**src/rtl/rtc_bus_responder.sv**
```systemverilog
`timescale 1ns/1ps
`default_nettype none
// ============================================================================
// Module   : rtc_bus_responder
// Purpose  : In-FPGA emulation of the multiplexed A/D RTC register file.
//            Synchronizes the asynchronous bus strobes, latches the address
//            on an address-phase write, commits data on a data-phase write
//            and drives register contents onto the AD bus during reads.
//            Also offers a committed-write stream and a local read port.
// Revision : 1.0  initial release
// ============================================================================
module rtc_bus_responder #(
  parameter int DATA_W      = 8,
  parameter int NREGS       = 16,
  parameter int SYNC_STAGES = 2
) (
  input  logic              clk,
  input  logic              reset,
  input  logic              a_d,
  input  logic              cs,
  input  logic              rd,
  input  logic              wr,
  input  logic [DATA_W-1:0] ad_in,
  output logic [DATA_W-1:0] ad_out,
  output logic              ad_oe,
  output logic              wr_stb,
  output logic [7:0]        wr_addr,
  output logic [DATA_W-1:0] wr_data,
  input  logic [7:0]        loc_addr,
  output logic [DATA_W-1:0] loc_data,
  output logic              proto_err
);

  // Bus inputs are packed as {a_d, cs, rd, wr, ad_in} through the synchronizer.
  localparam int BUS_W = DATA_W + 4;
  localparam int IDX_W = (NREGS > 1) ? $clog2(NREGS) : 1;
  localparam logic [BUS_W-1:0] C_BUS_IDLE = {4'b1111, {DATA_W{1'b0}}};

  typedef enum logic [0:0] {
    ST_IDLE  = 1'b0,
    ST_DRIVE = 1'b1
  } state_t;

  logic [BUS_W-1:0]  r_sync [SYNC_STAGES];
  logic [BUS_W-1:0]  r_hist;
  logic [DATA_W-1:0] r_regs [NREGS];
  logic [7:0]        r_addr;
  logic              r_addr_valid;
  logic              r_collide;
  logic              r_c_both_q;
  logic              r_c_addr_q;
  logic              r_wr_stb;
  logic [7:0]        r_wr_addr;
  logic [DATA_W-1:0] r_wr_data;
  logic [DATA_W-1:0] r_loc_data;
  logic              r_proto;
  logic [DATA_W-1:0] r_ad_out;
  logic              r_ad_oe;
  state_t            r_state;
  state_t            w_next_state;

  logic [BUS_W-1:0]  w_s;
  logic              w_s_a_d, w_s_cs, w_s_rd, w_s_wr;
  logic              w_p_a_d, w_p_cs, w_p_rd, w_p_wr;
  logic [DATA_W-1:0] w_p_ad;
  logic [7:0]        w_p_addr;
  logic              w_wr_rise, w_wr_block, w_addr_ev, w_data_ev;
  logic              w_addr_in_range, w_commit;
  logic              w_c_both, w_c_addr_rd, w_c_noaddr, w_rd_fall;
  logic              w_drive_ok;
  logic [DATA_W-1:0] w_rd_data;

  // Synchronizer chain plus one history stage for edge detection.
  always_ff @(posedge clk or posedge reset) begin
    if (reset) begin
      for (int i = 0; i < SYNC_STAGES; i++) r_sync[i] <= C_BUS_IDLE;
      r_hist <= C_BUS_IDLE;
    end else begin
      r_sync[0] <= {a_d, cs, rd, wr, ad_in};
      for (int i = 1; i < SYNC_STAGES; i++) r_sync[i] <= r_sync[i-1];
      r_hist <= r_sync[SYNC_STAGES-1];
    end
  end

  assign w_s     = r_sync[SYNC_STAGES-1];
  assign w_s_a_d = w_s[DATA_W+3];
  assign w_s_cs  = w_s[DATA_W+2];
  assign w_s_rd  = w_s[DATA_W+1];
  assign w_s_wr  = w_s[DATA_W];
  assign w_p_a_d = r_hist[DATA_W+3];
  assign w_p_cs  = r_hist[DATA_W+2];
  assign w_p_rd  = r_hist[DATA_W+1];
  assign w_p_wr  = r_hist[DATA_W];
  assign w_p_ad  = r_hist[DATA_W-1:0];

  // Address is always 8 bits regardless of the bus width.
  generate
    if (DATA_W >= 8) begin : g_addr_trunc
      assign w_p_addr = w_p_ad[7:0];
    end else begin : g_addr_pad
      assign w_p_addr = {{(8-DATA_W){1'b0}}, w_p_ad};
    end
  endgenerate

  // A write that overlapped a read strobe is discarded.
  assign w_wr_rise       = ~w_p_wr & w_s_wr & ~w_p_cs;
  assign w_wr_block      = r_collide | ~w_p_rd;
  assign w_addr_ev       = w_wr_rise & ~w_p_a_d & ~w_wr_block;
  assign w_data_ev       = w_wr_rise & w_p_a_d & r_addr_valid & ~w_wr_block;
  assign w_addr_in_range = (32'(r_addr) < NREGS);
  assign w_commit        = w_data_ev & w_addr_in_range;

  assign w_c_both    = ~w_s_cs & ~w_s_rd & ~w_s_wr;
  assign w_c_addr_rd = ~w_s_cs & ~w_s_rd & ~w_s_a_d;
  assign w_rd_fall   = w_p_rd & ~w_s_rd;
  assign w_c_noaddr  = w_rd_fall & ~w_s_cs & w_s_a_d & ~r_addr_valid;
  assign w_drive_ok  = ~w_s_cs & ~w_s_rd & w_s_wr & w_s_a_d & r_addr_valid;

  // Address latch; it persists until the next address phase.
  always_ff @(posedge clk or posedge reset) begin
    if (reset) begin
      r_addr       <= 8'd0;
      r_addr_valid <= 1'b0;
    end else if (w_addr_ev) begin
      r_addr       <= w_p_addr;
      r_addr_valid <= 1'b1;
    end
  end

  // Register file: committed data-phase writes.
  always_ff @(posedge clk or posedge reset) begin
    if (reset) begin
      for (int i = 0; i < NREGS; i++) r_regs[i] <= '0;
    end else if (w_commit) begin
      r_regs[r_addr[IDX_W-1:0]] <= w_p_ad;
    end
  end

  // Committed-write notification stream.
  always_ff @(posedge clk or posedge reset) begin
    if (reset) begin
      r_wr_stb  <= 1'b0;
      r_wr_addr <= 8'd0;
      r_wr_data <= '0;
    end else begin
      r_wr_stb <= w_commit;
      if (w_commit) begin
        r_wr_addr <= r_addr;
        r_wr_data <= w_p_ad;
      end
    end
  end

  // Local read port; a same-cycle write shows up one clock later.
  always_ff @(posedge clk or posedge reset) begin
    if (reset) begin
      r_loc_data <= '0;
    end else if (32'(loc_addr) < NREGS) begin
      r_loc_data <= r_regs[loc_addr[IDX_W-1:0]];
    end else begin
      r_loc_data <= '0;
    end
  end

  // Protocol violation detection, pulsed on the onset of each condition.
  always_ff @(posedge clk or posedge reset) begin
    if (reset) begin
      r_proto    <= 1'b0;
      r_c_both_q <= 1'b0;
      r_c_addr_q <= 1'b0;
      r_collide  <= 1'b0;
    end else begin
      r_proto    <= (w_c_both & ~r_c_both_q) | (w_c_addr_rd & ~r_c_addr_q) | w_c_noaddr;
      r_c_both_q <= w_c_both;
      r_c_addr_q <= w_c_addr_rd;
      r_collide  <= w_c_both | (r_collide & ~w_s_wr);
    end
  end

  // Read FSM state register.
  always_ff @(posedge clk or posedge reset) begin
    if (reset) r_state <= ST_IDLE;
    else       r_state <= w_next_state;
  end

  // Read FSM next state and read-data selection.
  always_comb begin
    w_next_state = r_state;
    w_rd_data    = '0;
    if (w_addr_in_range) w_rd_data = r_regs[r_addr[IDX_W-1:0]];
    case (r_state)
      ST_IDLE:  if (w_drive_ok) w_next_state = ST_DRIVE;
      ST_DRIVE: if (w_s_cs | w_s_rd | ~w_s_a_d | ~w_s_wr) w_next_state = ST_IDLE;
      default:  w_next_state = ST_IDLE;
    endcase
  end

  // Registered bus drive; reset releases the bus immediately.
  always_ff @(posedge clk or posedge reset) begin
    if (reset) begin
      r_ad_oe  <= 1'b0;
      r_ad_out <= '0;
    end else begin
      r_ad_oe  <= (w_next_state == ST_DRIVE);
      r_ad_out <= (w_next_state == ST_DRIVE) ? w_rd_data : '0;
    end
  end

  assign ad_out    = r_ad_out;
  assign ad_oe     = r_ad_oe;
  assign wr_stb    = r_wr_stb;
  assign wr_addr   = r_wr_addr;
  assign wr_data   = r_wr_data;
  assign loc_data  = r_loc_data;
  assign proto_err = r_proto;

endmodule
`default_nettype wire

```
**config.mk**
```make
export PLATFORM = sky130hd
export DESIGN_NAME = rtc_bus_responder
export DESIGN_NICKNAME = d
export VERILOG_FILES = /design/src/rtl/rtc_bus_responder.sv
export SDC_FILE = /design/constraint.sdc
export NUM_CORES = 1
export LEC_CHECK = 0
export ABC_AREA = 1
export CORE_ASPECT_RATIO = 0.5
export CORE_UTILIZATION = 40
export CTS_CLUSTER_DIAMETER = 40
export DETAILED_ROUTE_END_ITERATION = 8
export GPL_TIMING_DRIVEN = 0
export PLACE_DENSITY_LB_ADDON = 0.15
export SYNTH_ARGS = -nofsm -noshare
export SYNTH_HDL_FRONTEND = slang
export SYNTH_SLANG_ARGS = --single-unit
```
**constraint.sdc**
```tcl
create_clock -name clk -period 8.8 [get_ports clk]
set_input_delay 1.32 -clock clk [delete_from_list [all_inputs] [get_ports clk]]
set_output_delay 1.32 -clock clk [all_outputs]
set_load 0.005 [all_outputs]
```
==> reports/metrics.csv <==
metric,value,unit
cts_buffers,22,
final_layout_size_suffix_gt1_share,5.19,%
ant_nets,0,
slew_headroom,30.9,%
drtIter0Drc,1119,
timing.rr.start,r_hist[9]$_DFF_PP1_,
fin_crit,3.32,ns
wl_per_cell,20.0,um
rows,40,
fmax,301,MHz
crit_top_cell,nand3_1,
seqCellArea,5300,sq um
postCtsSetupBuffers,0,
nets,1394,
rsz0062_at_grt,false,
pwr_density_cell,205,nW/um^2
ff2ff_setup_slack,6.41,ns
htree_levels,1,
cts-root-buf,clkbuf_16,
crit_buf_inv,3,
hold_depth,0,
power.leakage,5.26,nW
worstMarginPinSlew,1.04,ns
io_buffer_count,53,
worstPathCellList,"clkdlybuf4s50_1, clkbuf_1, buf_1, nand2_1, nand3_1, nand3_1, nand3_1, a21oi_1",
drcViolationCount,0,
fin_skew,0.0235,ns
cp-startpoint,loc_addr[0],
setup_violations,0,
synth.ff_latch_count,211,
holdWs,0.346,ns
multiInputGateArea,3840,sq um
firstDrtPassIters,5,
critical_path.endpoint,loc_data[0]$_DFF_PP0_,
ir_drop,0.000170,V
die_height,113,um
via_count,9144,
async_flop_share,100,%
clockBufferDepth,3,
overflow,0,
cts_resized,0,
slew_viol_final,0,
timing.rr.end,r_regs[73]$_DFFE_PP0P_,
cp.required,9.20,ns
postSynthCellCount,1294,
vias_per_cell,5.30,
dieArea,25400,sq um
fin_crit_sh,37.7,%
synth_area_leaders,"dfrtp_1, nand2_1, o21ai_0, nand3_1, inv_1",
place_hpwl,24800,um
clkLatencyLatePin,0.53,ns
yosysTopAreaCell,dfrtp_1,
num_io_pins,57,
cts_hold_buffers,0,
slowest_stage,buf_1,
outcome,completed,
grt_usage,28.1,%
first_global_vias,8484,
syn2layout_area_growth,18.1,%
grt_max_degree,116,
die_w,224,um
hold_viol,0,
critPathTopFamily,buffers and inverters,
nFillCells,2440,
synth.net_count,1316,
seq_area_frac_synth,53.6,%
ff2ff_path_depth,9,
critPathMaxStageDelay,0.72,ns
worstSetupPathType,input pin to flop,
clk_pin_slew,0.06,ns
syn-cell-area,9880,sq um
yosysTopAreaCellShare,50.4,%
drv_cap,0,
start_util,41.0,%
hold_path.class,flop to flop,
synth_edf_count,0,
ys.flop_type,dfrtp_1,
ys_types,20,
wirelength,34500,um
end_kind,flop,
yosys_warnings,0,
cts.sinks,211,
antenna_found_initial,0,
grt_pass1_wl,52900,um
startpoint_type,input pin,
crit_fanout,10,
place_congestion,1.01,
path_depth,8,
yosysMostFrequentCell,nand2_1,
syn_avg_cell_area,7.64,sq um
setup_tns,0,ns
core_area,24100,sq um
cts_tree,built,
crit_arrival,3.72,ns
ys_top_cells_by_count,"nand2_1, dfrtp_1, o21ai_0, nand3_1, inv_1",
## stage by stage
stage | power [mW] | cells | worst slack (ns) | utilization (%) | area, sq um
CTS | 2.40 | 1724 | 5.54 | 48.4 | 11700
global placement | 1.36 | 1683 | -0.723 | 44.9 | 10800
global route | 2.48 | 1724 | 5.47 | 48.4 | 11700
detailed placement | 1.36 | 1684 | 5.03 | 45.1 | 10900
finish | 2.39 | 1725 | 5.48 | 48.4 | 11700
floorplan | 1.22 | 1294 | 1.73 | - | 9880
## registers in the layout (all words and copies together) (netlist names)
signal	cells
r_regs	128
r_hist	12
wr_addr	8
r_collide	1
r_addr	8
loc_data	8
r_c_both_q	1
w_s	12
r_sync	12
ad_oe	1
wr_data	8
r_c_addr_q	1
wr_stb	1
r_addr_valid	1
proto_err	1
ad_out	8
## report_power, final
part           internal (mW)  switching [mW]  leakage [nW]  total, mW
logic                 0.0770           0.243          2.03      0.320
registers               1.01          0.0276          2.83       1.04
clock network          0.626           0.407         0.393       1.03
## worst min path at each step
stage | startpoint | end
after floorplan | w_s[0]$_DFF_PP0_ | r_hist[0]$_DFF_PP0_
after global placement | r_sync[12]$_DFF_PP0_ | w_s[0]$_DFF_PP0_
after detailed placement | w_s[1]$_DFF_PP0_ | r_hist[1]$_DFF_PP0_
after CTS | r_sync[21]$_DFF_PP1_ | w_s[9]$_DFF_PP1_
after global routing | r_sync[21]$_DFF_PP1_ | w_s[9]$_DFF_PP1_
final | r_sync[21]$_DFF_PP1_ | w_s[9]$_DFF_PP1_
## area by class of cell
type	instances	area share, %
sequential	211	45.3
inverter	117	3.83
multi-input combinational	892	32.9
buffer	74	2.63
antenna	1	0.0214
timing repair buffer	54	4.78
clock buffer	29	5.38
clock inverter	11	1.51
tap	336	3.60
## routing by layer
layer | GRT usage (%) | part of all wire, % | vias to the layer above | routed length (um)
li1 | - | - | 4267 | -
met1 | 41.8 | 47 | 4425 | 16200
met2 | 40.5 | 41 | 407 | 14200
met3 | 7.79 | 9.9 | 45 | 3420
met4 | 5.76 | 1.9 | 0 | 666
met5 | 0 | 0 | - | 0
## cell usage in the layout (no fill, tap or decap)
cell type        instances
nand3b_1                 1
buf_2                   14
nand4_1                 12
clkinv_2                 3
a21oi_1                  8
bufinv_16                4
nand2_1                441
clkbuf_8                 3
inv_1                  113
nor3_1                   3
nand3_1                151
buf_16                   1
inv_8                    1
nor4_4                   1
nor2_1                  85
clkdlybuf4s50_1         53
clkbuf_16               23
clkinvlp_4               1
buf_1                    8
clkinv_8                 1
clkinv_1                 2
buf_4                    3
dfstp_2                 12
clkbuf_1                52
or3_1                    1
o21ai_0                187
inv_6                    2
dfrtp_1                199
inv_2                    1
diode_2                  1
nor2_2                   2
## logic make-up (layout without fill, tap and decap cells)
family	after synthesis	count (layout)	synth area share, %
AO/OA/AOI/OAI	195	195	9.87
buffers and inverters	191	285	7.54
flip-flops	211	211	53.6
other	0	1	0
AND/OR/NAND/NOR	697	697	29.0
No activity file was read; power rests on OpenSTA's default activity.
